[config.mk]
export PLATFORM = sky130hd
export DESIGN_NAME = trees_burst_ctrl
export DESIGN_NICKNAME = d
export VERILOG_FILES = /design/src/rtl/trees_pkg.sv /design/src/rtl/trees_burst_ctrl.sv
export SDC_FILE = /design/constraint.sdc
export NUM_CORES = 1
export LEC_CHECK = 0
export ABC_AREA = 1
export BUFFER_PORTS_ARGS = -buffer_cell sky130_fd_sc_hd__buf_2
export CORE_AREA = 2 2 129 131
export DETAILED_ROUTE_END_ITERATION = 10
export DIE_AREA = 0 0 131 133
export HOLD_SLACK_MARGIN = 0.1
export PLACE_DENSITY = 0.75
export SLEW_MARGIN = 20
export SYNTH_ARGS = -nofsm -noshare
export SYNTH_HDL_FRONTEND = slang
export SYNTH_SLANG_ARGS = --single-unit
[constraint.sdc]
create_clock -name clk -period 5.78 [get_ports clk]
set_input_delay 1.156 -clock clk [delete_from_list [all_inputs] [get_ports clk]]
set_output_delay 1.156 -clock clk [all_outputs]
set_load 0.005 [all_outputs]
[src/rtl/trees_pkg.sv]
// Shared definitions for the trees accelerator host-side logic.
// Holds the burst controller state encoding and helpers that derive the
// prediction word count and the final-word byte mask from a burst length.
package trees_pkg;

  typedef enum logic [2:0] {
    IDLE,
    LOAD,
    START,
    WAIT,
    SETTLE,
    DRAIN,
    DONE
  } burst_ctrl_state;

  // Packed prediction words needed for len samples (8 one-byte results per word).
  function automatic logic [31:0] pred_words(input logic [31:0] len);
    return (len + 32'd7) >> 3;
  endfunction

  // Byte mask for the final prediction word; lanes past the last sample are cleared.
  function automatic logic [63:0] last_word_mask(input logic [2:0] len_lsb);
    logic [63:0] m;
    m = '0;
    if (len_lsb == 3'd0) begin
      m = '1;
    end else begin
      for (int i = 0; i < 8; i++) begin
        if (3'(i) < len_lsb) m[8*i +: 8] = 8'hFF;
      end
    end
    return m;
  endfunction

endpackage

[src/rtl/trees_burst_ctrl.sv]
// Host-side burst controller for the trees_ping_pong accelerator.
// Loads a burst of 64-bit feature words into accelerator feature memory,
// starts the accelerator, waits for completion, then streams the packed
// prediction memory back out with the unused tail bytes cleared.
// Ports:
//   clk, rst_n                 clock, async active-low reset
//   cfg_valid, cfg_burst_len   burst request (sampled in IDLE only)
//   in_data/in_valid/in_ready  feature word stream from DMA read channel
//   out_data/out_valid/out_ready/out_last  prediction stream to DMA write channel
//   acc_*                      accelerator feature/prediction memory and control
//   busy, done, err            status
module trees_burst_ctrl
  import trees_pkg::*;
#(
  parameter int unsigned N_FEATURE = 32,
  parameter int unsigned MAX_BURST = 5000,
  localparam int unsigned LEN_W = $clog2(MAX_BURST) + 1,
  localparam int unsigned FA_W  = $clog2(MAX_BURST * N_FEATURE / 2)
) (
  input  logic             clk,
  input  logic             rst_n,
  input  logic             cfg_valid,
  input  logic [LEN_W-1:0] cfg_burst_len,
  input  logic [63:0]      in_data,
  input  logic             in_valid,
  output logic             in_ready,
  output logic [63:0]      out_data,
  output logic             out_valid,
  input  logic             out_ready,
  output logic             out_last,
  output logic             acc_start,
  output logic             acc_load_features,
  output logic [FA_W-1:0]  acc_feature_addr,
  output logic [63:0]      acc_features2,
  output logic [LEN_W-1:0] acc_burst_len,
  input  logic [63:0]      acc_prediction,
  output logic [LEN_W-1:0] acc_prediction_addr,
  input  logic             acc_done,
  output logic             busy,
  output logic             done,
  output logic             err
);

  localparam int unsigned HW   = N_FEATURE / 2;
  // Feature count/counter one bit wider than the address so the last word never wraps.
  localparam int unsigned FW_W = FA_W + 1;

  burst_ctrl_state state_q, state_d;

  logic [LEN_W-1:0] len_q;
  logic [FW_W-1:0]  feat_words_q;
  logic [LEN_W-1:0] pw_q;
  logic [FW_W-1:0]  fcnt_q;
  logic [LEN_W-1:0] rcnt_q;
  logic             done_q;
  logic             err_q;

  logic accept;
  logic reject;
  logic zero_len;
  logic load_hs;
  logic last_feat;
  logic drain_hs;
  logic last_pred;

  // State register
  always_ff @(posedge clk or negedge rst_n) begin
    if (!rst_n) state_q <= IDLE;
    else        state_q <= state_d;
  end

  // Next state and stream/control outputs
  always_comb begin
    state_d           = state_q;
    accept            = 1'b0;
    reject            = 1'b0;
    zero_len          = 1'b0;
    load_hs           = 1'b0;
    last_feat         = 1'b0;
    drain_hs          = 1'b0;
    last_pred         = 1'b0;
    in_ready          = 1'b0;
    acc_load_features = 1'b0;
    acc_features2     = '0;
    acc_start         = 1'b0;
    out_valid         = 1'b0;
    out_last          = 1'b0;
    out_data          = '0;
    busy              = (state_q != IDLE);
    done              = done_q;
    err               = err_q;

    case (state_q)
      IDLE: begin
        if (cfg_valid) begin
          if (cfg_burst_len > LEN_W'(MAX_BURST)) begin
            reject = 1'b1;
          end else if (cfg_burst_len == '0) begin
            zero_len = 1'b1;
          end else begin
            accept  = 1'b1;
            state_d = LOAD;
          end
        end
      end
      LOAD: begin
        in_ready          = 1'b1;
        load_hs           = in_valid;
        acc_load_features = load_hs;
        acc_features2     = in_data;
        last_feat         = (fcnt_q == feat_words_q - FW_W'(1));
        if (load_hs && last_feat) state_d = START;
      end
      START: begin
        acc_start = 1'b1;
        state_d   = WAIT;
      end
      WAIT: begin
        if (acc_done) state_d = SETTLE;
      end
      // Lets the accelerator's final prediction write land before reading.
      SETTLE: begin
        state_d = DRAIN;
      end
      DRAIN: begin
        out_valid = 1'b1;
        last_pred = (rcnt_q == pw_q - LEN_W'(1));
        out_last  = last_pred;
        out_data  = last_pred ? (acc_prediction & last_word_mask(len_q[2:0]))
                              : acc_prediction;
        drain_hs  = out_ready;
        if (drain_hs && last_pred) state_d = DONE;
      end
      DONE: begin
        done    = 1'b1;
        state_d = IDLE;
      end
      default: state_d = IDLE;
    endcase
  end

  assign acc_feature_addr    = fcnt_q[FA_W-1:0];
  assign acc_prediction_addr = rcnt_q;
  assign acc_burst_len       = len_q;

  // Burst length, derived word counts, counters and IDLE-side status pulses
  always_ff @(posedge clk or negedge rst_n) begin
    if (!rst_n) begin
      len_q        <= '0;
      feat_words_q <= '0;
      pw_q         <= '0;
      fcnt_q       <= '0;
      rcnt_q       <= '0;
      done_q       <= 1'b0;
      err_q        <= 1'b0;
    end else begin
      done_q <= zero_len;
      err_q  <= reject;
      if (accept) begin
        len_q        <= cfg_burst_len;
        feat_words_q <= FW_W'(cfg_burst_len) * FW_W'(HW);
        pw_q         <= LEN_W'(pred_words(32'(cfg_burst_len)));
        fcnt_q       <= '0;
        rcnt_q       <= '0;
      end
      if (load_hs && !last_feat) fcnt_q <= fcnt_q + FW_W'(1);
      if (drain_hs && !last_pred) rcnt_q <= rcnt_q + LEN_W'(1);
    end
  end

endmodule

==> impl_metrics.json, run 1 <==
{
  "status": "complete, no violations",
  "clk_latency_ps": 330,
  "slowest_delay_ps": 420,
  "die_area_um2": 17400,
  "post-synth-top-area-cell": "dfrtp_1",
  "syn-num-nets": 1097,
  "placed_area_um2": 7420,
  "rows": 47,
  "synth_edf_count": 0,
  "clock.fmax_ghz": 0.241,
  "clk_pin_slew_ps": 50,
  "timing.rr.start": "acc_burst_len[0]$_DFFE_PN0P_",
  "die_w_um": 131,
  "crit_fanout": 8,
  "whs_ps": 542,
  "vias_per_cell": 4.79,
  "p_seq_frac": 0.271,
  "grt_max_degree": 66,
  "timing.critical_path.from": "pw_q[0]$_DFFE_PN0P_",
  "path_cells": "inv_2 -> ha_1 -> nand2_1 -> nor2_2 -> nand2_1 -> nand2_1 -> nand2_1 -> nand2_1 -> nand2_1 -> inv_1 -> nand2_1 -> nor2_2 -> nand2_4 -> nor2_8 -> nand2_4 -> nand3_1 -> inv_1 -> buf_2",
  "final_util": 0.475,
  "globalRouteOverflowTotal": 0,
  "hold_viol": 0,
  "ant_nets": 0,
  "fp.dieH_um": 133,
  "drv_cap": 0,
  "cts.sinks": 63,
  "ys_ff_latch": 63,
  "synth_warnings": 0,
  "fp.coreArea_um2": 16200,
  "fillers": 1693,
  "post-place-ws_ps": 2040,
  "num_vias": 7021,
  "stdcell_count": 1467,
  "yosysMostFrequentCell": "inv_1",
  "p_per_area_nw_per_um2": 380,
  "synth_area_um2": 5720,
  "wl_per_cell_um": 16.1,
  "drv_slew": 0,
  "p_sw_frac": 0.493,
  "antenna_found_initial": 2,
  "power_mw": 2.92,
  "dpl.cell_count": 1450,
  "gp_congestion": 0.966,
  "min_from": "pw_q[11]$_DFFE_PN0P_",
  "cts_root_buf": "clkbuf_16",
  "drt_iter0_drc": 529,
  "cp_num_buf_inv": 4,
  "final.setup.tns_ps": 0,
  "grtUsageTotal": 0.258,
  "nets": 1395,
  "ys_seq_area_frac": 0.276,
  "ctsHoldBuffers": 0,
  "post_cts_resized": 0,
  "crit_family": "simple AND/OR/NAND/NOR gates",
  "grt_pass1_wl_um": 34100,
  "tritoncts": "built",
  "io_buffers": 328,
  "initial_core_util": 0.354,
  "drtPass1Iterations": 5,
  "postSynthCellCount": 943,
  "combPwrFrac": 0.560,
  "worst_pin_slew_ps": 973,
  "critPathKind": "flop to output port",
  "post-route-period-util": 0.719,
  "ios": 329,
  "ys_types": 34,
  "htreeDepth": 3,
  "layout_min_cycle_time_ps": 4150,
  "skew_ps": 9.46,
  "synth_area_per_cell_um2": 6.07,
  "drive_gt1_frac": 0.302,
  "irDropWorstVdd_v": 0.000154,
  "crit_required_ps": 4620,
  "areaGrowthSynthToFinish_pct": 34.3,
  "post_cts_buffers": 0,
  "cp-start-kind": "flop",
  "relSlewSlack": 0.350,
  "clkPwrFrac": 0.169,
  "clockBufferDepth": 2,
  "synthTopCellsByCount": "inv_1, nand2_1, nand3_1",
  "grt_pass1_vias": 6006,
  "fin_area_um2": 7680,
  "hold_class": "flop to flop",
  "p_int_mw": 1.48,
  "crit_top_cell": "nand2_1",
  "synth_top_area_share": 0.276,
  "fin_ws_ps": 1630,
  "cts_inserted_buffers": 9,
  "drc": 0,
  "cp-end-kind": "output port",
  "synthTopCellsByArea": "dfrtp_1, inv_1, nand3_1",
  "worstPathArrival_ps": 3000,
  "switchingPower_mw": 1.44,
  "synthFlopType": "dfrtp_1",
  "drt-total-wl_um": 23600,
  "p_leak_nw": 4.98,
  "slowest_stage": "dfrtp_1",
  "async_flop_share": 1.00,
  "setup-violations-final": 0,
  "rsz0062_at_grt": "false",
  "post-dp-hpwl_um": 19500
}
[sequential cells by signal, indices dropped and copies added, names as in the netlist]
| name | count |
|---|---|
| err | 1 |
| pw_q | 12 |
| fcnt_q | 18 |
| acc_burst_len | 14 |
| done_q | 1 |
| state_q | 3 |
| acc_prediction_addr | 14 |
[path summary, 6_finish.rpt]
kind,endpoint,slack (ps),cells after the start
worst max-delay path,out_data[8],1630,18
worst min-delay path,pw_q[11]$_DFFE_PN0P_,540,2
worst max register to register,fcnt_q[2]$_DFFE_PN0P_,2730,14
worst min register to register,pw_q[11]$_DFFE_PN0P_,540,2
max in group asynchronous,state_q[0]$_DFFE_PN0P_,4190,2
min in group asynchronous,acc_prediction_addr[11]$_DFFE_PN0P_,980,2
[power groups by stage]
stage | Combinational (mW) | Clock [mW] | Sequential (mW)
floorplan | 1.05 | 0 | 0.731
global placement | 1.59 | 0 | 0.790
detailed placement | 1.61 | 0 | 0.793
CTS | 1.63 | 0.498 | 0.788
global route | 1.84 | 0.520 | 0.812
finish | 1.63 | 0.495 | 0.791
[layout by cell type (no fill, tap or decap), types with 5 or more instances in the layout]
| cell type | Yosys | final |
|---|---|---|
| xor2_1 | 30 | 30 |
| nor3_1 | 11 | 11 |
| inv_2 | 7 | 8 |
| a21oi_1 | 5 | 5 |
| buf_2 | 2 | 328 |
| clkbuf_16 | 0 | 9 |
| xnor2_1 | 10 | 10 |
| o21ai_1 | 5 | 5 |
| inv_1 | 211 | 210 |
| dfrtp_1 | 63 | 63 |
| o22ai_1 | 10 | 10 |
| nor2_2 | 8 | 8 |
| nand3_1 | 142 | 142 |
| nand4_1 | 8 | 8 |
| ha_1 | 6 | 6 |
| nand3b_1 | 5 | 5 |
| nand2_4 | 6 | 6 |
| nand2_1 | 164 | 164 |
| nor2_1 | 136 | 135 |
| o21ai_0 | 54 | 54 |
[area by class of cell]
cell class | instances | area (um2) | area share
diodes | 2 | 5.00 | 0.000651
repair buffers | 331 | 1660 | 0.217
clock buffers | 14 | 254 | 0.0331
flip-flops and latches | 63 | 1580 | 0.205
clock inverters | 1 | 5.00 | 0.000651
multi-input cells | 618 | 3080 | 0.401
inverters | 218 | 818 | 0.107
well taps | 220 | 275 | 0.0358
[logic make-up (layout without fill, tap and decap cells)]
| group | Yosys count | count (layout) | synth area share |
|---|---|---|---|
| flops | 63 | 63 | 0.276 |
| compound gates | 81 | 81 | 0.0798 |
| other cells | 0 | 2 | 0 |
| xor+xnor | 40 | 40 | 0.0612 |
| simple gates | 491 | 491 | 0.384 |
| fa+ha+maj | 6 | 6 | 0.0131 |
| buf+inv | 262 | 564 | 0.187 |
[worst reg2reg max path, cell delays in order, from the launching register on]
cell	delay, ps
dfrtp_1	550
inv_2	150
ha_1	310
ha_1	350
inv_1	50
nand2_1	60
nand2_1	40
nor2_1	80
nand2_1	60
nor2_1	80
nand2_1	50
nor2_1	90
nand3_1	130
o21ai_4	620
o21ai_0	250
[layer usage]
layer / global-route usage / share of wire / up-vias
met5: 0 / 0.00055 / -
met4: 0.0491 / 0.0092 / 2
met3: 0.0756 / 0.12 / 20
met2: 0.358 / 0.41 / 351
met1: 0.395 / 0.47 / 3164
li1: - / - / 3484
(Power assumes the default switching activity.)
==> run 2: changes to the inputs <==
Settings changed: ABC_AREA 1 to 0, CORE_AREA 2 2 129 131 to 2 2 128 130, DIE_AREA 0 0 131 133 to 0 0 130 132.
Clock period 5.78 ns to 3.9 ns, I/O delays scaled along.
==> run 2 against run 1 <==
  * The flow now finishes with violations (setup timing)
  * Area after synthesis down 4.0%
  * Wire length down 0.13%
  * Global-route usage is 0.36 points higher
  * Cell area increased by 1.5%
  * Critical path depth decreased by 9
  * Clock skew down 3.2 ps
  * Largest power group unchanged
==> impl_metrics.json, run 2 <==
{
  "timing.rr.start": "pw_q[1]$_DFFE_PN0P_",
  "gp_congestion": 0.938,
  "stdcell_count": 1257,
  "grtUsageTotal": 0.261,
  "io_buffers": 328,
  "fin_ws_ps": -187,
  "cp-start-kind": "flop",
  "grt_pass1_wl_um": 34100,
  "ys_ff_latch": 63,
  "grt_max_degree": 66,
  "post-synth-top-area-cell": "dfrtp_1",
  "p_per_area_nw_per_um2": 345,
  "hold_class": "flop to flop",
  "htreeDepth": 3,
  "crit_fanout": 8,
  "drt-total-wl_um": 23600,
  "synth_area_per_cell_um2": 7.67,
  "r2r_end": "acc_prediction_addr[1]$_DFFE_PN0P_",
  "rsz0062_at_grt": "true",
  "synth_warnings": 0,
  "drive_gt1_frac": 0.402,
  "fp.coreArea_um2": 15700,
  "skew_ps": 6.25,
  "postSynthCellCount": 716,
  "vias_per_cell": 5.21,
  "setup-violations-final": 56,
  "clk_latency_ps": 340,
  "ff2ff_setup_slack_ps": 350,
  "multi_input_area_um2": 3680,
  "async_flop_share": 1.00,
  "crit_required_ps": 3120,
  "rows": 46,
  "top_register": "fcnt_q",
  "relSlewSlack": 0.301,
  "ctsHoldBuffers": 0,
  "cts_root_buf": "clkbuf_16",
  "post-route-period-util": 1.05,
  "post-dp-hpwl_um": 19000,
  "final_cell_mix": "buf_2, and2_1, nand2_1, nor2_1, dfrtp_1",
  "status": "finished with violations",
  "syn-num-nets": 870,
  "rr_worst_depth": 15,
  "post-place-ws_ps": 12.2,
  "antenna_found_initial": 6,
  "power_mw": 2.69,
  "synth_top_area_share": 0.287,
  "wl_per_cell_um": 18.7,
  "die_w_um": 130,
  "timing.critical_path.from": "pw_q[4]$_DFFE_PN0P_",
  "hold_end": "acc_burst_len[10]$_DFFE_PN0P_",
  "whs_path_depth": 2,
  "layout_min_cycle_time_ps": 4090,
  "ys_seq_area_frac": 0.287,
  "fp.dieH_um": 132,
  "cts.sinks": 63,
  "dpl.cell_count": 1228,
  "largest_register_ffs": 18,
  "yosysMostFrequentCell": "and2_1",
  "nets": 1186,
  "grt_pass1_vias": 5838,
  "initial_core_util": 0.349,
  "cts_inserted_buffers": 9,
  "clockBufferDepth": 2,
  "seqCellArea_um2": 1580,
  "drc": 0,
  "layout_commonest_cell": "buf_2",
  "cp-end-kind": "output port",
  "fillers": 1555,
  "p_leak_nw": 4.12,
  "drv_cap": 0,
  "worst_pin_slew_ps": 1040,
  "worstPathArrival_ps": 3310,
  "areaGrowthSynthToFinish_pct": 42.1,
  "synth_edf_count": 0,
  "globalRouteOverflowTotal": 0,
  "tritoncts": "built",
  "drt_iter0_drc": 532,
  "min_from": "acc_burst_len[10]$_DFFE_PN0P_",
  "num_vias": 6555,
  "ios": 329,
  "synth_area_um2": 5490,
  "clock.fmax_ghz": 0.245,
  "hold_viol": 0,
  "drv_slew": 0,
  "synthFlopType": "dfrtp_1",
  "irDropWorstVdd_v": 0.000239,
  "clk_pin_slew_ps": 50,
  "die_area_um2": 17200,
  "synthTopCellsByCount": "and2_1, nand2_1, nor2_1",
  "synthTopCellsByArea": "dfrtp_1, and2_1, nand2_1",
  "ant_nets": 0,
  "violations": "setup timing",
  "ys_types": 63,
  "drtPass1Iterations": 5,
  "critPathKind": "flop to output port"
}
run 2: cell types whose count changed in the layout (fill, tap and decap cells not counted), sizes merged, moves of 36 or more:
cell / before / now
inv: 218 / 12
nand3: 142 / 37
and2: 0 / 100
nand2: 172 / 91
nor2: 148 / 76
o21ai: 61 / 24
and3: 0 / 36
run 2: metrics by stage:
stage | setup TNS [ps] | utilization | area [um2] | hold WS [ps]
final | -3560 | 0.496 | 7800 | 542
after global routing | -9620 | 0.496 | 7800 | 587
after CTS | -6310 | 0.487 | 7660 | 546
after detailed placement | 0 | 0.464 | 7290 | 537
after global placement | 0 | 0.464 | 7290 | 527
after floorplan | 0 | - | 5490 | 484
run 2: final cells by class:
type | count | area share
multi-input combinational | 582 | 0.471
inverter | 13 | 0.00626
timing repair buffer | 363 | 0.247
antenna | 4 | 0.00128
sequential | 63 | 0.202
tap | 216 | 0.0346
clock inverter | 4 | 0.00577
clock buffer | 12 | 0.0316
run 2: critical path: stages, from the launching register on:
cell and delay, ps:
dfrtp_1 370, or4_4 530, o31a_1 310, or4_4 480, o211a_4 160, or4_4 510
a2111oi_4 230, buf_6 180, nor2_1 60, buf_2 120
run 2: report_power, final:
part           leakage, nW  switching, mW  internal [mW]
Clock                0.146          0.298          0.509
Combinational         3.14          0.543          0.479
Sequential           0.832          0.124          0.741
Total                 4.12          0.965           1.73
run 2: worst max path at each step:
stage / endpoint / cells after the start
detailed placement: out_data[8] / 9
CTS: out_data[16] / 9
floorplan: out_data[16] / 8
global placement: out_data[8] / 9
finish: out_data[16] / 9
global route: out_data[20] / 9
run 2: repair_timing:
| item | in CTS | in global routing |
|---|---|---|
| buffers inserted | 5 | 4 |
| gates resized for setup | 10 | 20 |
| setup endpoints to repair | 64 | 65 |
| pin swaps | 1 | 18 |
run 2: kinds of logic after synthesis:
kind of cell,count (synthesis),share of synthesized area
adder cells (fa/ha/maj),6,0.0137
AO/OA/AOI/OAI,96,0.139
multiplexers,7,0.0134
XOR/XNOR,43,0.0686
buffers and inverters,71,0.0663
flip-flops,63,0.287
AND/OR/NAND/NOR,430,0.412
run 2: per-layer routing:
layer	wire, um	share of wire	vias to the layer above	GRT usage
li1	-	-	3125	-
met2	11000	0.47	365	0.410
met1	9720	0.41	3023	0.348
met5	7	0.00030	-	0
met3	2360	0.10	40	0.0787
met4	491	0.021	2	0.0735
==> run 3: changes to the inputs <==
Settings changed: SETUP_SLACK_MARGIN set to 0.05.
==> run 3 against run 2 <==
  * The run still ends with setup timing left
  * Critical path depth is the same
  * Sequential power is essentially flat
  * Global-route usage shrank 0.13 points
  * Register-to-register slack gained 110 ps
  * Final cell count is essentially flat
==> impl_metrics.json, run 3 (synthesized netlist as in run 2, its figures left out) <==
{
  "status": "finished with violations",
  "violations": "setup timing",
  "clk_pin_slew_ps": 50,
  "grtUsageMet1": 0.346,
  "slowest_stage": "or4_4",
  "grt_pass1_vias": 5833,
  "crit_required_ps": 3120,
  "crit_top_cell": "or4_4",
  "drtPass1Iterations": 5,
  "top_register": "fcnt_q",
  "cp_num_buf_inv": 2,
  "gp_congestion": 0.938,
  "clock.fmax_ghz": 0.244,
  "grt.met2_usage": 0.404,
  "areaGrowthSynthToFinish_pct": 41.9,
  "hold_class": "input pin to asynchronous set/reset pin",
  "top_usage_layer": "met2",
  "whs_ps": 549,
  "power_mw": 2.69,
  "use_met3": 0.0816,
  "cts_root_buf": "clkbuf_16",
  "fp.dieH_um": 132,
  "ctsHoldBuffers": 0,
  "largest_register_ffs": 18,
  "rows": 46,
  "irDropWorstVdd_v": 0.000237,
  "layout_min_cycle_time_ps": 4110,
  "slowest_delay_ps": 530,
  "p_per_area_nw_per_um2": 345,
  "hold_viol": 0,
  "post-route-period-util": 1.05,
  "p_leak_nw": 4.12,
  "cts.sinks": 63,
  "layout_commonest_cell": "buf_2",
  "path_cells": "or4_4 -> o31a_1 -> or4_4 -> o211a_4 -> or4_4 -> a2111oi_4 -> buf_6 -> nor2_1 -> buf_2",
  "io_buffers": 328,
  "antenna_found_initial": 7,
  "htreeDepth": 3,
  "cts_inserted_buffers": 9,
  "vias_per_cell": 5.21,
  "rsz0062_at_grt": "true",
  "nets": 1187,
  "die_area_um2": 17200,
  "drc": 0,
  "critPathKind": "flop to output port",
  "globalRouteOverflowTotal": 0,
  "worst_pin_slew_ps": 1060,
  "grt_max_degree": 66,
  "grtUsageTotal": 0.260,
  "final_cell_mix": "buf_2, and2_1, nand2_1, nor2_1, dfrtp_1",
  "skew_ps": 6.04,
  "ant_nets": 0,
  "cp-end-kind": "output port",
  "die_w_um": 130,
  "clk_latency_ps": 340,
  "fin_ws_ps": -205,
  "drv_cap": 0,
  "drt-total-wl_um": 23600,
  "cp-start-kind": "flop",
  "tritoncts": "built",
  "initial_core_util": 0.349,
  "drive_gt1_frac": 0.403,
  "drt_iter0_drc": 445,
  "crit_fanout": 8,
  "drv_slew": 0,
  "wl_per_cell_um": 18.7,
  "grt_pass1_wl_um": 33900,
  "num_vias": 6550,
  "fp.coreArea_um2": 15700,
  "setup-violations-final": 64,
  "clockBufferDepth": 2,
  "worstPathArrival_ps": 3330,
  "crit_family": "simple AND/OR/NAND/NOR gates",
  "relSlewSlack": 0.290,
  "ios": 329,
  "post-dp-hpwl_um": 19000
}
run 3: changes by cell type in the layout (fill, tap and decap cells not counted):
| cell | change |
|---|---|
| and2_1 | +1 |
| buf_4 | +3 |
| nor2_1 | -1 |
| and2_4 | -1 |
| nor2_2 | +1 |
| buf_12 | -1 |
| buf_6 | -1 |
run 3: final timing paths:
kind / from / to / slack (ps) / depth (start not counted)
setup / recovery: pw_q[4]$_DFFE_PN0P_ / out_data[16] / -210 / 9
setup reg to reg: pw_q[1]$_DFFE_PN0P_ / acc_prediction_addr[1]$_DFFE_PN0P_ / 460 / 14
hold reg to reg: acc_burst_len[10]$_DFFE_PN0P_ / acc_burst_len[10]$_DFFE_PN0P_ / 550 / 2
hold / removal: rst_n / pw_q[11]$_DFFE_PN0P_ / 550 / 1
max in group asynchronous: rst_n / acc_burst_len[0]$_DFFE_PN0P_ / 2600 / 2
min in group clk: acc_burst_len[10]$_DFFE_PN0P_ / acc_burst_len[10]$_DFFE_PN0P_ / 550 / 2
run 3: power by group:
group	switching, mW	leakage, nW	internal (mW)
Clock	0.295	0.146	0.509
Sequential	0.125	0.832	0.741
Combinational	0.541	3.14	0.476
Total	0.961	4.12	1.73
run 3: what timing repair did:
item                       4_1_cts  5_1_grt
gates resized for setup         11       18
setup buffers                    6        4
setup endpoints to repair       65       65
pin swaps                        1       19
run 3: area by class of cell:
| cell class | count | area (um2) |
|---|---|---|
| clock buffers | 12 | 246 |
| well taps | 216 | 270 |
| inverters | 13 | 48.8 |
| repair buffers | 364 | 1920 |
| diodes | 4 | 10.0 |
| flip-flops and latches | 63 | 1580 |
| multi-input cells | 582 | 3680 |
| clock inverters | 4 | 45.0 |
| fillers | 1561 | 7920 |
run 3: stage by stage:
step / cells / setup TNS [ps] / utilization / area, um2 / setup WS [ps]
floorplan: 716 / 0 / - / 5490 / 113
global placement: 1228 / 0 / 0.464 / 7290 / 65.3
detailed placement: 1228 / 0 / 0.464 / 7290 / 12.2
CTS: 1250 / -5760 / 0.489 / 7680 / -178
global route: 1257 / -13670 / 0.496 / 7790 / -322
finish: 1258 / -3760 / 0.496 / 7790 / -205
run 3: per-layer routing:
layer	part of all wire	wire [um]	vias to the layer above
met4	0.022	514	4
met1	0.42	9780	3034
met5	0.0010	24	-
li1	-	-	3127
met3	0.10	2400	36
met2	0.46	10800	349
run 3: worst register-to-register path: cells and delay by family (launching register included):
family	cells	cell delay, ps
adder cells (fa/ha/maj)	1	220
multiplexers	1	190
flip-flops	1	370
AND/OR/NAND/NOR	3	1080
buffers and inverters	6	870
AO/OA/AOI/OAI	3	560
